## config.mk

```make
export PLATFORM = sky130hd
export DESIGN_NAME = ntt_pointwise_mul_flat
export DESIGN_NICKNAME = d
export VERILOG_FILES = /design/src/rtl/ntt_pointwise_mul_if.sv /design/src/rtl/ntt_pointwise_mul.sv /design/src/flat_wrapper.sv
export SDC_FILE = /design/constraint.sdc
export NUM_CORES = 1
export LEC_CHECK = 0
export BUFFER_PORTS_ARGS = -buffer_cell sky130_fd_sc_hd__buf_2
export CELL_PAD_IN_SITES_DETAIL_PLACEMENT = 1
export CELL_PAD_IN_SITES_GLOBAL_PLACEMENT = 2
export CORE_MARGIN = 5
export CORE_UTILIZATION = 36
export DETAILED_ROUTE_END_ITERATION = 12
export HOLD_SLACK_MARGIN = 0.02
export PLACE_DENSITY_LB_ADDON = 0.1
export SETUP_SLACK_MARGIN = 0.15
export SLEW_MARGIN = 20
export SYNTH_ARGS = -nofsm -noshare
export SYNTH_HDL_FRONTEND = slang
export SYNTH_SLANG_ARGS = --single-unit
export TNS_END_PERCENT = 30
```

## constraint.sdc

```tcl
create_clock -name clk -period 17 [get_ports clk]
set_input_delay 0.85 -clock clk [delete_from_list [all_inputs] [get_ports clk]]
set_output_delay 0.85 -clock clk [all_outputs]
set_load 0.01 [all_outputs]
```

## src/rtl/ntt_pointwise_mul_if.sv

```systemverilog
// ntt_pointwise_mul_if
// Bundles the handshake and data signals of the pointwise multiplier.
//   in_valid/in_ready + a0..a3/b0..b3 : input vector pair (A, B)
//   out_valid/out_ready + c0..c3      : pointwise product vector C
// Handshake rule on both sides: a transfer happens at a rising clock edge
// where valid and ready are both high. The producer keeps valid and data
// steady until that edge. The consumer may change ready at any time.
// Modports:
//   master : the side that supplies operands and consumes results
//   slave  : the multiplier itself
interface ntt_pointwise_mul_if #(
  parameter int W = 16
);
  logic         in_valid;
  logic         in_ready;
  logic [W-1:0] a0, a1, a2, a3;
  logic [W-1:0] b0, b1, b2, b3;
  logic         out_valid;
  logic         out_ready;
  logic [W-1:0] c0, c1, c2, c3;

  modport master (
    output in_valid, a0, a1, a2, a3, b0, b1, b2, b3, out_ready,
    input  in_ready, out_valid, c0, c1, c2, c3
  );

  modport slave (
    input  in_valid, a0, a1, a2, a3, b0, b1, b2, b3, out_ready,
    output in_ready, out_valid, c0, c1, c2, c3
  );
endinterface

```

## src/rtl/ntt_pointwise_mul.sv

```systemverilog
// ntt_pointwise_mul
// Pointwise product of two 4-coefficient NTT-domain vectors:
//   C[k] = (A[k] * B[k]) mod Q, k = 0..3
// One 2-stage modular multiplier is time-shared over the four coefficients:
// stage 1 forms the full 2W-bit product, stage 2 reduces it mod Q into the
// output register of the coefficient issued one edge earlier.
// Ports:
//   clk       : rising-edge clock
//   rst       : asynchronous, active-low reset
//   bus       : handshake/data interface (slave modport)
//   busy      : high while an operation is running or waiting to be taken
//   state_dbg : current FSM state (0 IDLE, 1 RUN, 2 HOLD)
// Q must be smaller than 2^W so every reduced result fits in W bits.
module ntt_pointwise_mul #(
  parameter int W = 16,
  parameter int Q = 7681
) (
  input  logic                clk,
  input  logic                rst,
  ntt_pointwise_mul_if.slave  bus,
  output logic                busy,
  output logic [1:0]          state_dbg
);

  typedef enum logic [1:0] {
    IDLE = 2'd0,
    RUN  = 2'd1,
    HOLD = 2'd2
  } state_t;

  localparam logic [2*W-1:0] QW = (2*W)'(Q);

  state_t         state, state_next;
  logic [W-1:0]   a_q [4];
  logic [W-1:0]   b_q [4];
  logic [W-1:0]   c_q [4];
  // idx counts 0..4; the value 4 means all four products have been issued
  // and only the last reduction is still pending.
  logic [2:0]     idx;
  logic [2*W-1:0] prod;
  logic [1:0]     prod_idx;
  logic           prod_valid;
  logic           accept;

  assign accept = (state == IDLE) && bus.in_valid;

  // State register
  always_ff @(posedge clk or negedge rst) begin
    if (!rst) begin
      state <= IDLE;
    end else begin
      state <= state_next;
    end
  end

  // Next state
  always_comb begin
    state_next = state;
    case (state)
      IDLE: if (bus.in_valid)   state_next = RUN;
      RUN:  if (idx == 3'd4)    state_next = HOLD;
      HOLD: if (bus.out_ready)  state_next = IDLE;
      default:                  state_next = IDLE;
    endcase
  end

  // Operand latches, multiplier pipeline and result registers
  always_ff @(posedge clk or negedge rst) begin
    if (!rst) begin
      for (int k = 0; k < 4; k++) begin
        a_q[k] <= '0;
        b_q[k] <= '0;
        c_q[k] <= '0;
      end
      idx        <= '0;
      prod       <= '0;
      prod_idx   <= '0;
      prod_valid <= 1'b0;
    end else begin
      if (accept) begin
        a_q[0] <= bus.a0;
        a_q[1] <= bus.a1;
        a_q[2] <= bus.a2;
        a_q[3] <= bus.a3;
        b_q[0] <= bus.b0;
        b_q[1] <= bus.b1;
        b_q[2] <= bus.b2;
        b_q[3] <= bus.b3;
        idx        <= '0;
        prod_valid <= 1'b0;
      end else if (state == RUN) begin
        // Stage 1: issue the next coefficient while any remain.
        if (idx != 3'd4) begin
          prod       <= (2*W)'(a_q[idx[1:0]]) * (2*W)'(b_q[idx[1:0]]);
          prod_idx   <= idx[1:0];
          prod_valid <= 1'b1;
          idx        <= idx + 3'd1;
        end else begin
          prod_valid <= 1'b0;
        end
        // Stage 2: reduce the product issued on the previous edge.
        if (prod_valid) begin
          c_q[prod_idx] <= W'(prod % QW);
        end
      end
    end
  end

  assign bus.in_ready  = (state == IDLE);
  assign bus.out_valid = (state == HOLD);
  assign bus.c0        = c_q[0];
  assign bus.c1        = c_q[1];
  assign bus.c2        = c_q[2];
  assign bus.c3        = c_q[3];
  assign busy          = (state != IDLE);
  assign state_dbg     = state;

endmodule

```

## src/flat_wrapper.sv

```systemverilog
// flat-port wrapper written by rule: the top's interface ports become plain ports
module ntt_pointwise_mul_flat 
#(
  parameter int W = 16,
  parameter int Q = 7681
)
  (clk, rst, busy, state_dbg, bus_in_valid, bus_a0, bus_a1, bus_a2, bus_a3, bus_b0, bus_b1, bus_b2, bus_b3, bus_out_ready, bus_in_ready, bus_out_valid, bus_c0, bus_c1, bus_c2, bus_c3);
  ntt_pointwise_mul_if #(.W(W)) bus_i ();
  input  logic clk;
  input  logic rst;
  output logic busy;
  output logic [1:0] state_dbg;
  input wire logic [$bits(bus_i.in_valid)-1:0] bus_in_valid;
  input wire logic [$bits(bus_i.a0)-1:0] bus_a0;
  input wire logic [$bits(bus_i.a1)-1:0] bus_a1;
  input wire logic [$bits(bus_i.a2)-1:0] bus_a2;
  input wire logic [$bits(bus_i.a3)-1:0] bus_a3;
  input wire logic [$bits(bus_i.b0)-1:0] bus_b0;
  input wire logic [$bits(bus_i.b1)-1:0] bus_b1;
  input wire logic [$bits(bus_i.b2)-1:0] bus_b2;
  input wire logic [$bits(bus_i.b3)-1:0] bus_b3;
  input wire logic [$bits(bus_i.out_ready)-1:0] bus_out_ready;
  output wire logic [$bits(bus_i.in_ready)-1:0] bus_in_ready;
  output wire logic [$bits(bus_i.out_valid)-1:0] bus_out_valid;
  output wire logic [$bits(bus_i.c0)-1:0] bus_c0;
  output wire logic [$bits(bus_i.c1)-1:0] bus_c1;
  output wire logic [$bits(bus_i.c2)-1:0] bus_c2;
  output wire logic [$bits(bus_i.c3)-1:0] bus_c3;
  assign bus_i.in_valid = bus_in_valid;
  assign bus_i.a0 = bus_a0;
  assign bus_i.a1 = bus_a1;
  assign bus_i.a2 = bus_a2;
  assign bus_i.a3 = bus_a3;
  assign bus_i.b0 = bus_b0;
  assign bus_i.b1 = bus_b1;
  assign bus_i.b2 = bus_b2;
  assign bus_i.b3 = bus_b3;
  assign bus_i.out_ready = bus_out_ready;
  assign bus_in_ready = bus_i.in_ready;
  assign bus_out_valid = bus_i.out_valid;
  assign bus_c0 = bus_i.c0;
  assign bus_c1 = bus_i.c1;
  assign bus_c2 = bus_i.c2;
  assign bus_c3 = bus_i.c3;
  ntt_pointwise_mul #(.W(W), .Q(Q)) u_core (.clk(clk), .rst(rst), .bus(bus_i), .busy(busy), .state_dbg(state_dbg));
endmodule
```

==> metrics.md, run 1 <==
| Metric | Value |
|---|---|
| I/O Pins | `about 200` |
| First-pass GRT wire length | `151000 um` |
| Layout cell share with drive strength beyond 1 | `about two fifths` |
| Row cnt | `99` |
| Crit share post-route | `106%` |
| Crit path DAT | `18.41 ns` |
| Unique masters post-synth | `134` |
| IO buf count | `200` |
| Main synth FF type | `dfrtp_1` |
| Synth Warn # | `0` |
| Clock Tree Buf Depth | `3` |
| Critical path startpoint category | `flop` |
| Via density | `5.34` |
| Routed Antenna Nets | `0` |
| Slowest-stage cell, CP | `or4_4` |
| Starting Density | `36.1%` |
| CP most frequent cell | `buf_4` |
| Max Fclk | `0.0556 GHz` |
| Worst Tran Pin Value | `roughly 0.96 ns` |
| Drt pass-1 iters | `5` |
| Clock Pin Slew Worst Setup and Hold Paths | `about 0.070 ns` |
| CTS tree | `yes` |
| Die Y | `280 um` |
| Req. time, crit path | `approximately 17 ns` |
| Setup TNS Final | `-57.30 ns` |
| Syn Area/Cell | `~9.1 um2` |
| Syn nets | `3335` |
| Clk root buf | `clkbuf_16` |
| Grt ovf | `0` |
| Mapped Area | `0.0262 mm2` |
| Max-cap violations | `0` |
| Worst-path maximum fanout | `8` |
| Top-count cell post-synth | `nand2_1` |
| Yosys top cell by area | `dfrtp_1` |
| Crit-path max cell delay | `0.57 ns` |
| Gr usage total | `23.2%` |
| Status | `finished with violations` |
| Fin. max-slew vios | `0` |
| Total die area | `a little under 0.08 mm2` |
| Setup Viol. Count Final | `64` |
| Clock Sink Count | `232` |
| Crit end category | `flop` |
| Number of synthesized flops with an enable pin | `0` |
| Die width | `280 um` |
| Layout Nets | `4217` |
| Vias in the first global route | `approximately 28000` |
| Iter 0 DRT Violations | `just under 1000` |
| PnR worst setup slack | `-0.978 ns` |
| GP Congestion | `around 0.9` |
| DRC Markers | `0` |
| Initial antenna violation count | `32` |
| Synthesized flop and latch total | `232` |
| Largest net degree at the start of global routing | `94` |
| Critical path class | `reg -> reg` |
| Final min period | `17.98 ns` |
| WL/cell | `19.9 um` |
| Top cells by count, synth | `nand2_1 (387), inv_1 (277), dfrtp_1 (232)` |
| Post-CTS Hold Fix Bufs | `0` |
| Min-delay worst type | `in -> async` |
| CP top delay family | `compound AO/OA/AOI/OAI gates` |
| Failing checks | `negative setup slack` |
| H-tree depth | `1` |
| Core area | `around 0.073 mm2` |
| Max Clock Skew | `0.0176 ns` |
| Syn Inst Count | `between 2000 and 3000` |
| Routed via count | `about 25000` |
| WP buf/inv | `16` |
| Final HPWL DP | `74500 um` |
| Final WL | `95300 um` |
| Synth top area share | `22.1%` |
| RSZ-0062 raised after global routing | `yes` |
| Worst skew pair latency | `~0.57 ns` |
| Top cells by area, synth | `dfrtp_1 (22%), fa_1 (15%), mux2_2 (6.6%), nand2_1 (5.5%), ha_1 (5.2%)` |
| Sequential area share after synthesis | `about 22%` |
| Final hold violation count | `0` |
| CTS buffer count | `26` |
| Hold WS | `0.336 ns` |
| Max-slew headroom | `35.8%` |
| Asr flop ratio synth | `100%` |
| Area growth syn-to-layout | `40.0%` |
[layout make-up]
cell class / instances / area, um2
fillers: 8392 / 35900
multi-input cells: 2262 / 20800
repair buffers: 980 / 6980
flip-flops and latches: 232 / 5810
well taps: 959 / 1200
inverters: 279 / 1050
clock buffers: 33 / 707
clock inverters: 13 / 150
diodes: 18 / 45.0
[per-stage QoR]
step                      cell area, um2  setup slack (ns)  utilization, %  cells
after detailed placement           33300             -1.99            45.9   4599
final                              36700            -0.978            50.6   4776
after global routing               36700             -1.76            50.6   4765
after global placement             33300             -1.43            45.9   4599
after floorplan                    26600            -0.633               -   2899
after CTS                          35400            -0.711            48.8   4703
[what timing repair did]
item	CTS	global route
setup endpoints to repair	64	64
setup buffers	57	55
resized for setup	147	158
endpoints found under the hold margin	0	0
pin swaps	84	94
cloned	1	0
[worst paths after layout]
path / from / to / slack (ns) / cells past startpoint
min in group clk: u_core.bus.c3[5] / u_core.bus.c3[5] / 0.48 / 2
max in group asynchronous: rst / u_core.b_q[63] / 15.16 / 2
min: rst / u_core.prod[2] / 0.34 / 1
min reg2reg: u_core.bus.c3[5] / u_core.bus.c3[5] / 0.48 / 2
max reg2reg: u_core.prod[24] / u_core.bus.c1[4] / -0.98 / 78
max: u_core.prod[24] / u_core.bus.c1[4] / -0.98 / 78
[kinds of logic after synthesis]
group / after synthesis / synth area share (%)
buffers and inverters: 406 / 6.06
adder cells (fa/ha/maj): 307 / 20.2
flip-flops: 232 / 22.1
multiplexers: 205 / 9.79
XOR/XNOR: 133 / 4.60
AND/OR/NAND/NOR: 956 / 18.4
AO/OA/AOI/OAI: 660 / 18.9
[cells in the final DEF (no fill, tap or decap), drive strengths merged, types with 26 or more instances in the layout]
cell type / count
xnor2: 101
nor3: 51
ha: 110
or3: 31
dfrtp: 232
a211oi: 32
nor2b: 34
nand2: 388
and2: 65
o21bai: 27
o21ai: 185
xor2: 32
mux2: 157
fa: 194
a21oi: 103
buf: 980
a31oi: 34
inv: 279
o211ai: 26
nand2b: 30
nor2: 157
nand3: 47
clkbuf: 33
a21o: 30
[flip-flops by register name (all words and copies together), names as in the netlist, 2 cells and up]
name	count
u_core.a_q	64
u_core.b_q	64
u_core.bus.c0	16
u_core.bus.c1	16
u_core.bus.c2	16
u_core.bus.c3	16
u_core.idx	3
u_core.prod	32
u_core.prod_idx	2
u_core.state_dbg	2
[routing by layer]
| metal | share of wire, % | GRT usage (%) |
|---|---|---|
| met1 | 44 | 29.6 |
| met2 | 51 | 42.0 |
| met3 | 3.4 | 3.49 |
| met4 | 2.0 | 4.44 |
| met5 | 0.15 | 0 |
Power of run 1 is not shown: default switching activity piles up to over one toggle a cycle in this logic, so the estimate is an artifact.
==> inputs of run 2 (changes only) <==
--- a/config.mk
+++ b/config.mk
@@ -13,6 +13,7 @@
 export DETAILED_ROUTE_END_ITERATION = 12
 export HOLD_SLACK_MARGIN = 0.02
 export PLACE_DENSITY_LB_ADDON = 0.1
+export RECOVER_POWER = 100
 export SETUP_SLACK_MARGIN = 0.15
 export SLEW_MARGIN = 20
 export SYNTH_ARGS = -nofsm -noshare
==> run 2 against run 1 <==
The flow finishes with violations (max-capacitance violations, max-slew violations, negative setup slack). Non-clock buffer count stayed put. Utilization is 0.18 points lower. First-iteration DRC count is 1.3% lower. Register-to-register slack improved by 0.02 ns. Fmax about the same. Die area unchanged. Via count barely moved. Count of clock-buffer cells in the layout stayed put. Critical path type unchanged. Critical endpoint unchanged.
==> metrics.md, run 2 (synthesis gave the netlist of run 1 again) <==
| Metric | Value |
|---|---|
| I/O Pins | `201 (unchanged)` |
| Iter 0 DRT Violations | `979 (-1.3%)` |
| Worst reg-to-reg path cell count | `81 (+3.8%)` |
| Crit end category | `flop` |
| Worst skew pair latency | `0.57 ns (about the same)` |
| Failing checks | `max-capacitance violations, max-slew violations, negative setup slack` |
| Post-CTS Hold Fix Bufs | `0 (unchanged)` |
| Crit path DAT | `18.39 ns (-0.02 ns)` |
| Final hold violation count | `0 (unchanged)` |
| WL/cell | `19.9 um (about the same)` |
| IO buf count | `200 (unchanged)` |
| Crit-path max cell delay | `0.57 ns (about the same)` |
| Critical path class | `reg -> reg` |
| Max-slew headroom | `-268% (-300 points)` |
| Worst-path maximum fanout | `8 (unchanged)` |
| Final min period | `17.96 ns (-0.0156 ns)` |
| Setup TNS Final | `-56.14 ns (+1.17 ns)` |
| CP most frequent cell | `buf_4` |
| Drt pass-1 iters | `5 (unchanged)` |
| FF-to-FF Start | `u_core.prod[24]` |
| Setup Viol. Count Final | `64 (unchanged)` |
| First-pass GRT wire length | `151000 um (unchanged)` |
| Final Cell Area | `0.0366 mm2 (-0.35%)` |
| Clk root buf | `clkbuf_16` |
| Commonest non-fill, non-tap cell in the layout | `buf_4` |
| Req. time, crit path | `17.43 ns (about the same)` |
| Max Fclk | `0.0557 GHz (about the same)` |
| Final HPWL DP | `74500 um (unchanged)` |
| Total die area | `0.0784 mm2 (unchanged)` |
| Clock Pin Slew Worst Setup and Hold Paths | `0.06 ns (about the same)` |
| Status | `finished with violations` |
| Routed Antenna Nets | `0 (unchanged)` |
| Die width | `280 um (unchanged)` |
| Reg2Reg Setup Slack | `-0.96 ns (+0.02 ns)` |
| Routed via count | `25501 (+0.024%)` |
| Fin. max-slew vios | `473 (+473)` |
| CTS tree | `yes` |
| GP Congestion | `0.880 (unchanged)` |
| Clock Tree Buf Depth | `3 (unchanged)` |
| DRC Markers | `0 (unchanged)` |
| Area growth syn-to-layout | `39.5%` |
| Core area | `0.0726 mm2 (unchanged)` |
| Die Y | `280 um (unchanged)` |
| Grt ovf | `0 (unchanged)` |
| Final WL | `95200 um (about the same)` |
| Crit share post-route | `106% (about the same)` |
| Gr usage total | `23.2% (unchanged)` |
| PnR worst setup slack | `-0.962 ns (+0.0156 ns)` |
| Critical path origin | `u_core.prod[24]` |
| Filler cells | `8428 (+0.43%)` |
| Largest net degree at the start of global routing | `94 (unchanged)` |
| Row cnt | `99 (unchanged)` |
| CTS buffer count | `26 (unchanged)` |
| RSZ-0062 raised after global routing | `yes` |
| Via density | `5.34 (about the same)` |
| Placed Area | `0.0333 mm2 (unchanged)` |
| R2R Path End | `u_core.bus.c1[4]` |
| Max Clock Skew | `0.0188 ns (+0.00121 ns)` |
| Critical Path End | `u_core.bus.c1[4]` |
| Min-delay worst type | `reg -> reg` |
| Critical path startpoint category | `flop` |
| Clock Sink Count | `232 (unchanged)` |
| H-tree depth | `1 (unchanged)` |
| Vias in the first global route | `28265 (unchanged)` |
| Starting Density | `36.1% (unchanged)` |
| Worst Tran Pin Value | `5.52 ns (+4.56 ns)` |
| Slowest-stage cell, CP | `or4_4` |
| Commonest cells after routing, fill and taps aside | `buf_4 (751), nand2_1 (383), inv_1 (275), dfrtp_1 (230), fa_1 (194)` |
| Initial antenna violation count | `32 (unchanged)` |
| Layout cell share with drive strength beyond 1 | `38.9% (-2.1 points)` |
| Top Registers | `u_core.a_q: 64 flops, u_core.b_q: 64 flops, u_core.prod: 32 flops` |
| Max-cap violations | `7 (+7)` |
| Layout Nets | `4217 (unchanged)` |
[run 2: timing repair]
action,in CTS,in global routing
gates resized for setup,147,158
gates cloned,1,0
endpoints found under the setup margin,64,64
pin swaps,84,94
setup buffers,57,55
[run 2: how the worst min path moves through the flow]
stage / from / endpoint / slack (ns) / depth (start not counted)
floorplan: u_core.b_q[10] / u_core.b_q[10] / 0.47 / 1
global placement: u_core.bus.c0[8] / u_core.bus.c0[8] / 0.46 / 2
detailed placement: u_core.bus.c0[8] / u_core.bus.c0[8] / 0.47 / 2
CTS: rst / u_core.prod[5] / 0.35 / 1
global route: bus_b1[5] / u_core.b_q[37] / 0.49 / 2
finish: u_core.bus.c3[5] / u_core.bus.c3[5] / 0.48 / 2
[run 2: routing by layer]
metal	GRT usage, %	vias to the layer above	wire (um)
met3	3.49	134	3170
met5	0	-	143
met4	4.44	22	1820
met1	29.6	13035	41800
met2	42.0	340	48300
li1	-	11970	-
[run 2: cell type report]
| type | count | area [um2] | share of cell area, % |
|---|---|---|---|
| multi-input cells | 2262 | 20800 | 56.8 |
| well taps | 959 | 1200 | 3.28 |
| clock buffers | 33 | 707 | 1.93 |
| diodes | 17 | 42.5 | 0.116 |
| inverters | 279 | 1050 | 2.86 |
| repair buffers | 980 | 6860 | 18.7 |
| clock inverters | 13 | 150 | 0.410 |
| flip-flops and latches | 232 | 5810 | 15.9 |
[run 2: worst max-delay path: cells and delay by family (launching register included)]
family                     cells  cell delay (ns)
adders and majority gates      1             0.17
muxes                          3             1.06
AOI/OAI and AO/OA             36             7.38
buffers and inverters         19             3.06
DFF                            1             0.42
and+or+nand+nor               18             4.98
xor gates and xnor gates       4             0.70
[run 2: stage by stage]
step                setup slack (ns)  util [%]  std cells  hold slack (ns)
finish                        -0.962      50.4       4775            0.482
global route                   -1.76      50.4       4765            0.490
CTS                           -0.711      48.8       4703            0.348
detailed placement             -1.99      45.9       4599            0.469
global placement               -1.43      45.9       4599            0.464
floorplan                     -0.633         -       2899            0.475
Power of run 2 is left out for the same reason.
==> inputs of run 3 (changes only) <==
--- a/config.mk
+++ b/config.mk
@@ -8,7 +8,7 @@
 export BUFFER_PORTS_ARGS = -buffer_cell sky130_fd_sc_hd__buf_2
 export CELL_PAD_IN_SITES_DETAIL_PLACEMENT = 1
 export CELL_PAD_IN_SITES_GLOBAL_PLACEMENT = 2
-export CORE_MARGIN = 5
+export CORE_MARGIN = 2
 export CORE_UTILIZATION = 36
 export DETAILED_ROUTE_END_ITERATION = 12
 export HOLD_SLACK_MARGIN = 0.02
==> run 3 against run 2 <==
The flow still finishes with violations (max-capacitance violations, max-slew violations, negative setup slack). Sequential cell count stayed put. Clock skew grew 0.019 ns. Register-to-register slack worse by 0.24 ns. First-iteration DRC count fell by 10%. Hold slack improved by 0.0055 ns. Fmax fell by 1.3%. Count of clock-buffer cells in the layout increased by 3. Global-route usage grew 2.2 points. Non-clock buffer count increased by 14. Worst setup slack got worse by 0.24 ns.
==> metrics.md, run 3 (synthesis gave the netlist of run 1 again) <==
| Metric | Value |
|---|---|
| Status | `finished with violations` |
| Failing checks | `max-capacitance violations, max-slew violations, negative setup slack` |
| First-pass GRT wire length | `154000 um (+2.4%)` |
| Worst reg-to-reg path cell count | `76 (-6.2%)` |
| Req. time, crit path | `17.51 ns (+0.08 ns)` |
| Starting Density | `36.5% (+0.37 points)` |
| Clock Sink Count | `232 (unchanged)` |
| Met2 Use GR | `46.1% (+4.2 points)` |
| Grt peak-use layer | `met2` |
| Iter 0 DRT Violations | `878 (-10%)` |
| Commonest non-fill, non-tap cell in the layout | `buf_4` |
| Total die area | `0.0751 mm2 (-4.2%)` |
| Crit end category | `flop` |
| Max Clock Skew | `0.0377 ns (+0.0190 ns)` |
| Max-cap violations | `7 (unchanged)` |
| Vias in the first global route | `28549 (+1.0%)` |
| Worst skew pair latency | `0.61 ns (+0.04 ns)` |
| Grt ovf | `0 (unchanged)` |
| IO buf count | `200 (unchanged)` |
| Placed Area | `0.0333 mm2 (-0.11%)` |
| Met3 Track Usage GR | `3.80% (+0.31 points)` |
| Die Y | `274 um (-2.1%)` |
| Final WL | `96500 um (+1.3%)` |
| Post-CTS Hold Fix Bufs | `0 (unchanged)` |
| Crit-path max cell delay | `0.60 ns (+0.03 ns)` |
| FF-to-FF Start | `u_core.prod[24]` |
| Worst-path maximum fanout | `7 (-1)` |
| Final Cell Area | `0.0367 mm2 (+0.32%)` |
| R2R Path End | `u_core.bus.c0[1]` |
| Setup Viol. Count Final | `64 (unchanged)` |
| Worst Tran Pin Value | `6.11 ns (+0.592 ns)` |
| Routed Antenna Nets | `0 (unchanged)` |
| GP Congestion | `0.885 (+0.58%)` |
| Reg2Reg Setup Slack | `-1.20 ns (-0.24 ns)` |
| Clock Pin Slew Worst Setup and Hold Paths | `0.06 ns (about the same)` |
| Min-delay worst type | `in -> reg` |
| DRC Markers | `0 (unchanged)` |
| Area growth syn-to-layout | `40.0%` |
| WL/cell | `20.2 um (+1.3%)` |
| Crit share post-route | `107% (+1.4 points)` |
| Largest net degree at the start of global routing | `109 (+16%)` |
| Drt pass-1 iters | `5 (unchanged)` |
| Fin. max-slew vios | `446 (-5.7%)` |
| CP most frequent cell | `buf_4` |
| PnR worst setup slack | `-1.20 ns (-0.242 ns)` |
| Top Registers | `u_core.a_q: 64 flops, u_core.b_q: 64 flops, u_core.prod: 32 flops` |
| Final hold violation count | `0 (unchanged)` |
| Critical path origin | `u_core.prod[24]` |
| H-tree depth | `1 (unchanged)` |
| Clock Tree Buf Depth | `3 (unchanged)` |
| I/O Pins | `201 (unchanged)` |
| Initial antenna violation count | `30 (-6.3%)` |
| HP Start | `bus_b2[5]` |
| Hold worst-path end | `u_core.b_q[21]` |
| Final min period | `18.20 ns (+0.242 ns)` |
| Max-slew headroom | `-307% (-39 points)` |
| Row cnt | `98 (-1.0%)` |
| Clk root buf | `clkbuf_16` |
| Crit path DAT | `18.71 ns (+0.32 ns)` |
| Gr usage total | `25.4% (+2.2 points)` |
| Core area | `0.0719 mm2 (-1.0%)` |
| CTS tree | `yes` |
| RSZ-0062 raised after global routing | `yes` |
| Slowest-stage cell, CP | `or4b_4` |
| Commonest cells after routing, fill and taps aside | `buf_4 (752), nand2_1 (382), inv_1 (275), dfrtp_1 (230), fa_1 (194)` |
| Final HPWL DP | `74900 um (+0.46%)` |
| Layout cell share with drive strength beyond 1 | `38.9% (+0.063 points)` |
| Worst hold stages | `2 (unchanged)` |
| Die width | `274 um (-2.1%)` |
| CTS buffer count | `27 (+3.8%)` |
| Routed via count | `25674 (+0.68%)` |
| Met1 Use GR | `30.9% (+1.3 points)` |
| Layout Nets | `4233 (+0.38%)` |
| Via density | `5.37 (+0.64%)` |
| Max Fclk | `0.0549 GHz (-1.3%)` |
| Critical path class | `reg -> reg` |
| Critical path startpoint category | `flop` |
## run 3: through the flow
step	cells	TNS [ns]	hold slack (ns)	worst slack [ns]	util (%)
final	4777	-67.47	0.487	-1.20	51.1
after global routing	4773	-109.83	0.469	-1.84	51.1
after CTS	4722	-47.15	0.366	-0.872	49.7
after detailed placement	4590	-125.38	0.471	-2.07	46.3
after global placement	4590	-91.12	0.462	-1.55	46.3
after floorplan	2899	-33.04	0.475	-0.633	-
## run 3: area by class of cell
type                            count  area (um2)
Antenna cell                       11        27.5
Sequential cell                   232        5810
Timing Repair Buffer              994        7000
Inverter                          279        1050
Fill cell                        8391       35100
Multi-Input combinational cell   2263       20800
Clock inverter                     12         124
Tap cell                          950        1190
Clock buffer                       36         729
## run 3: how the worst max path moves through the flow
stage / cells past startpoint / end
after floorplan: 73 / u_core.bus.c0[9]
after global placement: 72 / u_core.bus.c0[5]
after detailed placement: 70 / u_core.bus.c0[5]
after CTS: 73 / u_core.bus.c0[4]
after global routing: 77 / u_core.bus.c0[1]
final: 76 / u_core.bus.c0[1]
## run 3: repair_timing
action | CTS | global route
pin swaps | 112 | 84
resized for setup | 180 | 140
buffers inserted | 82 | 43
gates cloned | 2 | 1
endpoints found under the setup margin | 64 | 64
## run 3: critical path: cells and delay by family, from the launching register on
| kind | cells | cell delay, ns |
|---|---|---|
| AO/OA/AOI/OAI | 32 | 7.45 |
| XOR/XNOR | 5 | 0.73 |
| adder cells (fa/ha/maj) | 2 | 0.33 |
| buffers and inverters | 14 | 1.99 |
| flip-flops | 1 | 0.41 |
| multiplexers | 2 | 0.62 |
| AND/OR/NAND/NOR | 21 | 6.56 |
## run 3: routing by layer
| metal | part of all wire [%] | wire length [um] | vias up |
|---|---|---|---|
| li1 | - | - | 11997 |
| met1 | 42 | 40600 | 13031 |
| met2 | 51 | 49300 | 405 |
| met3 | 3.5 | 3400 | 197 |
| met4 | 3.0 | 2900 | 44 |
| met5 | 0.26 | 255 | - |
Power of run 3 is left out for the same reason.
